$ cat src/rtl/hazard_stall_unit.sv
// ID-stage stall/flush controller: load-use stalls, multi-cycle mult/div EX occupancy,
// taken-branch flushes, plus a saturating count of cycles in which the PC was held.
module hazard_stall_unit #(
  parameter int R_WIDTH    = 5,
  parameter int DIV_CYCLES = 8,
  parameter int CNT_WIDTH  = 16
) (
  input  logic                 clk_i,
  input  logic                 rst_n_i,
  input  logic [R_WIDTH-1:0]   id_rs_i,
  input  logic [R_WIDTH-1:0]   id_rt_i,
  input  logic                 id_uses_rt_i,
  input  logic                 id_muldiv_i,
  input  logic [R_WIDTH-1:0]   ex_rd_i,
  input  logic                 ex_mem_read_i,
  input  logic                 ex_branch_taken_i,
  output logic                 pc_write_o,
  output logic                 if_id_write_o,
  output logic                 if_id_flush_o,
  output logic                 id_ex_flush_o,
  output logic                 ex_hold_o,
  output logic                 busy_o,
  output logic [CNT_WIDTH-1:0] stall_cnt_o
);

  typedef enum logic {IDLE, BUSY} state_t;

  state_t     state, next_state;
  logic [7:0] cnt, next_cnt;
  logic       load_use;

  // Register 0 is hard-wired, so a load "to" r0 never creates a dependency.
  assign load_use = ex_mem_read_i && (ex_rd_i != '0) &&
                    ((ex_rd_i == id_rs_i) || (id_uses_rt_i && (ex_rd_i == id_rt_i)));

  // NOTE: every output and next-state signal gets a default first, so no path leaves one unassigned and no latch is inferred.
  always_comb begin
    pc_write_o    = 1'b1;
    if_id_write_o = 1'b1;
    if_id_flush_o = 1'b0;
    id_ex_flush_o = 1'b0;
    ex_hold_o     = 1'b0;
    busy_o        = 1'b0;
    next_state    = state;
    next_cnt      = cnt;
    unique case (state)
      IDLE: begin
        if (ex_branch_taken_i) begin
          if_id_flush_o = 1'b1;
          id_ex_flush_o = 1'b1;
        end else if (load_use) begin
          pc_write_o    = 1'b0;
          if_id_write_o = 1'b0;
          id_ex_flush_o = 1'b1;
        end else if (id_muldiv_i && (DIV_CYCLES > 1)) begin
          // The mult/div enters EX next cycle; it has DIV_CYCLES-1 cycles left after that.
          next_state = BUSY;
          next_cnt   = 8'(DIV_CYCLES - 1);
        end
      end
      BUSY: begin
        pc_write_o    = 1'b0;
        if_id_write_o = 1'b0;
        ex_hold_o     = 1'b1;
        busy_o        = 1'b1;
        next_cnt      = cnt - 8'd1;
        if (cnt == 8'd1) begin
          next_state = IDLE;
          next_cnt   = '0;
        end
      end
      default: next_state = IDLE;
    endcase
  end

  // NOTE: sequential state uses non-blocking assignments so all registers update from pre-edge values.
  always_ff @(posedge clk_i or negedge rst_n_i) begin
    if (!rst_n_i) begin
      state <= IDLE;
      cnt   <= '0;
    end else begin
      state <= next_state;
      cnt   <= next_cnt;
    end
  end

  always_ff @(posedge clk_i or negedge rst_n_i) begin
    if (!rst_n_i) begin
      stall_cnt_o <= '0;
    end else if (!pc_write_o && (stall_cnt_o != '1)) begin
      stall_cnt_o <= stall_cnt_o + 1'b1;
    end
  end

endmodule

$ cat config.mk
export PLATFORM = sky130hd
export DESIGN_NAME = hazard_stall_unit
export DESIGN_NICKNAME = d
export VERILOG_FILES = /design/src/rtl/hazard_stall_unit.sv
export SDC_FILE = /design/constraint.sdc
export NUM_CORES = 1
export LEC_CHECK = 0
export ABC_AREA = 1
export CORE_ASPECT_RATIO = 1.2
export CORE_MARGIN = 5
export CORE_UTILIZATION = 45
export CTS_BUF_LIST = sky130_fd_sc_hd__clkbuf_2
export DETAILED_ROUTE_END_ITERATION = 6
export GPL_ROUTABILITY_DRIVEN = 0
export PLACE_DENSITY = 0.8
export SLEW_MARGIN = 25
export SYNTH_ARGS = -nofsm -noshare
export SYNTH_HDL_FRONTEND = slang
export SYNTH_SLANG_ARGS = --single-unit
$ cat constraint.sdc
create_clock -name clk_i -period 2.25 [get_ports clk_i]
set_clock_uncertainty 0.1 [all_clocks]
set_input_delay 0.3375 -clock clk_i [delete_from_list [all_inputs] [get_ports clk_i]]
set_output_delay 0.3375 -clock clk_i [all_outputs]
set_load 0.01 [all_outputs]
==> parameters.txt <==
Parameter                              Value

Pwr
  Net switching share of the total power ... 24.1%
  Int Power ... 0.540 mW
  VDD IR max ... 0.236 mV
  Power Density ... 318 nW/µm²
  Reg power frac ... a little over three fifths
  Comb power frac ... a little under an eighth
  Static leakage ... about 1.2 nW
  Relative contribution of the clock network to total power ... 25.3%
  Switching power ... between 0.15 and 0.2 mW

Synth
  Synthesized-area fraction occupied by xor and xnor cells ... 5.99%
  Cell taking the most area after synthesis ... dfrtp_1
  Post-synth top flop ... dfrtp_1
  Synth Area in Adders ... 2.14%
  Post-synthesis instance area ... 1750 µm²
  Part of the Yosys area used for sequential elements ... 35.7%
  Yosys reg bits ... 25
  Yosys cell types ... 29
  Area share of the largest cell type after synthesis ... 35.7%
  Synthesis warning total ... 0
  Share of async-settable or async-resettable flops after synthesis ... 100%
  Synth Net Count ... ~280
  Mean instance size in the synthesized netlist ... 6.80 µm²
  Cell types with the highest counts after synthesis ... nand2_1 (103), inv_1 (28), dfrtp_1 (25), nand3_1 (23), nor2_1 (20)
  Synth Area in Compound Gates ... 2.85%
  Most numerous cell in the Yosys netlist ... nand2_1
  Count of flip-flops with a built-in enable after synthesis ... 0
  Post-synthesis mux area share ... 0%
  Main combinational cell family by area after synthesis ... simple AND/OR/NAND/NOR gates
  Top post-synthesis cells by area ... dfrtp_1 (36%), nand2_1 (22%), nand3_1 (6.6%)
  Synth Instances ... about 260
  Synthesized-area fraction occupied by and/or/nand/nor cells ... 43.7%

Die
  Site row count ... 24
  Placeable Area ... about 3700 µm²
  Ports ... between 40 and 50
  Chip Height ... 78.4 µm
  Area of the die ... 5250 µm²
  Die X ... 67.0 µm
  Starting utilization of the core area ... 47.5%

Clock tree
  Number of buffers on the longest clock path ... 2
  TritonCTS clock tree ... done
  Setup Fix Bufs, Post-CTS ... 0
  Number of buffers created by CTS ... 3
  Latest clock arrival within the worst-skew pair ... 0.33 ns
  CTS H-tree depth ... 1
  Hold buffers post-CTS ... 0
  Clock-pin slew reported for the worst setup and hold paths after clock tree synthesis ... between 0.2 and 0.25 ns
  Number of clock sinks seen by CTS ... 25
  CTS Root Cell ... clkbuf_2

GRT
  Vias in the first global route ... about 1600
  Overall track demand over capacity in global routing ... 15.1%
  Grt total ovfl ... 0
  Largest net degree at the start of global routing ... 26
  Global-route wire length before repair ... 6.40 mm
  Antenna violations before repair ... 0

STA
  Final setup violation count ... 0
  Transition at the pin with the smallest max-transition slack ... 0.322 ns
  Final Hold Fails ... 0
  Unrepaired setup endpoints after global routing ... no
  Worst Slack Setup Final ... 0.143 ns
  Max-slew headroom ... 78.5%
  Crit path time final ... 2.11 ns
  Final max-slew violation count ... 0
  Fmax ... 0.475 GHz
  Post-route clock period utilization ... between 90% and 100%

Layout
  Growth of design area from synthesis to finish ... 27.7%
  Final cell count without fillers ... 354
  Final cell area excluding filler cells ... roughly 2200 µm²
  Antenna cells ... 0
  Final core utilization ... 60.7%
  Share of layout cells above drive strength 1 ... 11.3%
  Post-layout net count ... 327

Drt
  Violation count after the first detailed-route iteration ... 64
  Antenna Violating Nets Remaining ... 0
  TritonRoute pass-1 iters ... 4
  Wire length per cell after detailed routing ... 10.7 µm
  Number of remaining DRC errors ... 0
  Routed WL ... 3.77 mm
  Via-to-Cell Ratio ... 4.65
  Total via count in the routed design ... approximately 1600

Setup path
  Largest fanout on the critical path ... 3
  Arrival time of data at the critical path endpoint ... 1.67 ns
  Cells along the critical path ... clkdlybuf4s50_1 > inv_1 > nand2_1 > nand2_1 > nor2_1 > nand3_1 > nand2_2 > nand3_2 > nand2_4 > inv_1 > clkbuf_2
  Standard cell with the maximum stage delay on the critical path ... clkdlybuf4s50_1
  CP Data Required Time ... approximately 1.8 ns
  Type of element launching the critical path ... input pin
  CP peak stage delay ... 0.48 ns
  Kind of critical path ... input pin to output pin
  Category of the worst setup path capture point ... output pin

Place
  Post-Place Setup Slack ... -0.325 ns
  Post-detail-place hpwl ... between 2 and 3 mm
  Instance area at placement ... 2220 µm²
  Buffers on Ports ... 42
  Placed Cells ... 350

Run
  Count of max-cap constraint violations ... 0

Outcome
  Status ... complete, no violations

Min path
  Type of the tightest min-delay check ... input pin to async pin
-- path summary, 6_finish.rpt --
path                                startpoint        endpoint  slack, ns  cells past startpoint
worst max-delay path                id_rs_i[0]      pc_write_o       0.14                     11
worst min-delay path                   rst_n_i  stall_cnt_o[2]       0.22                      2
worst max register to register  stall_cnt_o[1]  stall_cnt_o[3]       0.43                      7
worst min register to register          cnt[1]          cnt[1]       0.43                      2
max in group asynchronous              rst_n_i          cnt[1]       1.61                      2
min in group clk_i                      cnt[1]          cnt[1]       0.43                      2
-- worst max-delay path: cells and delay by family --
| kind | cells | cell delay, ns |
|---|---|---|
| buffers and inverters | 4 | 0.70 |
| AND/OR/NAND/NOR | 7 | 0.62 |
-- stage by stage --
step / hold slack [ns] / total power, mW / TNS, ns
global placement: 0.389 / 0.539 / -1.04
finish: 0.217 / 0.712 / 0
detailed placement: 0.390 / 0.540 / -1.16
CTS: 0.222 / 0.715 / 0
global route: 0.201 / 0.743 / 0
floorplan: -0.0581 / 0.485 / 0
-- cell usage in the layout, fill, tap and decap left out, types with 3 or more instances in the layout --
master	synthesis	final
xor2_1	7	7
ha_1	3	3
nor2_2	3	3
o21ai_0	3	3
dlymetal6s2s_1	0	3
clkdlybuf4s50_1	0	35
clkbuf_2	0	7
nand3_1	23	22
xnor2_1	5	5
nand2_1	103	103
nor2_1	20	20
nor3_1	5	5
dfrtp_1	25	25
inv_1	28	28
nand3_2	5	5
inv_2	7	7
-- power groups by stage --
| stage | clock (mW) | sequential, mW | combinational [mW] |
|---|---|---|---|
| 2_1_floorplan | 0 | 0.458 | 0.0270 |
| 3_3_place_gp | 0 | 0.458 | 0.0808 |
| 3_5_place_dp | 0 | 0.458 | 0.0819 |
| 4_1_cts | 0.183 | 0.450 | 0.0817 |
| 5_1_grt | 0.201 | 0.451 | 0.0920 |
| 6_report | 0.180 | 0.450 | 0.0814 |
-- state kept, by name (all words and copies together) (netlist names) --
register	count
cnt	8
stall_cnt_o	16
state	1
-- logic make-up (layout without fill, tap and decap cells) --
kind of cell / after synthesis / in the layout
buffers and inverters: 39 / 83
AND/OR/NAND/NOR: 171 / 171
XOR/XNOR: 12 / 12
flip-flops: 25 / 25
adder cells (fa/ha/maj): 3 / 3
AO/OA/AOI/OAI: 8 / 8
-- repair_timing --
item                       in CTS  in global routing
pin swaps                       0                  2
gates resized for setup         5                 10
setup endpoints to repair       3                  3
-- layer usage --
layer	global-route usage, %	part of all wire (%)	vias up
met5	0	0	-
met2	28.1	53	26
li1	-	-	883
met1	17.2	43	736
met3	2.86	3.8	2
met4	4.06	0.50	0
-- area by class of cell --
cell class	instances	area, µm²
Fill cell	356	1450
Multi-Input combinational cell	194	972
Sequential cell	25	626
Timing Repair Buffer	44	427
Inverter	35	131
Tap cell	52	65.1
Clock buffer	4	20.0
(Power assumes the default switching activity.)
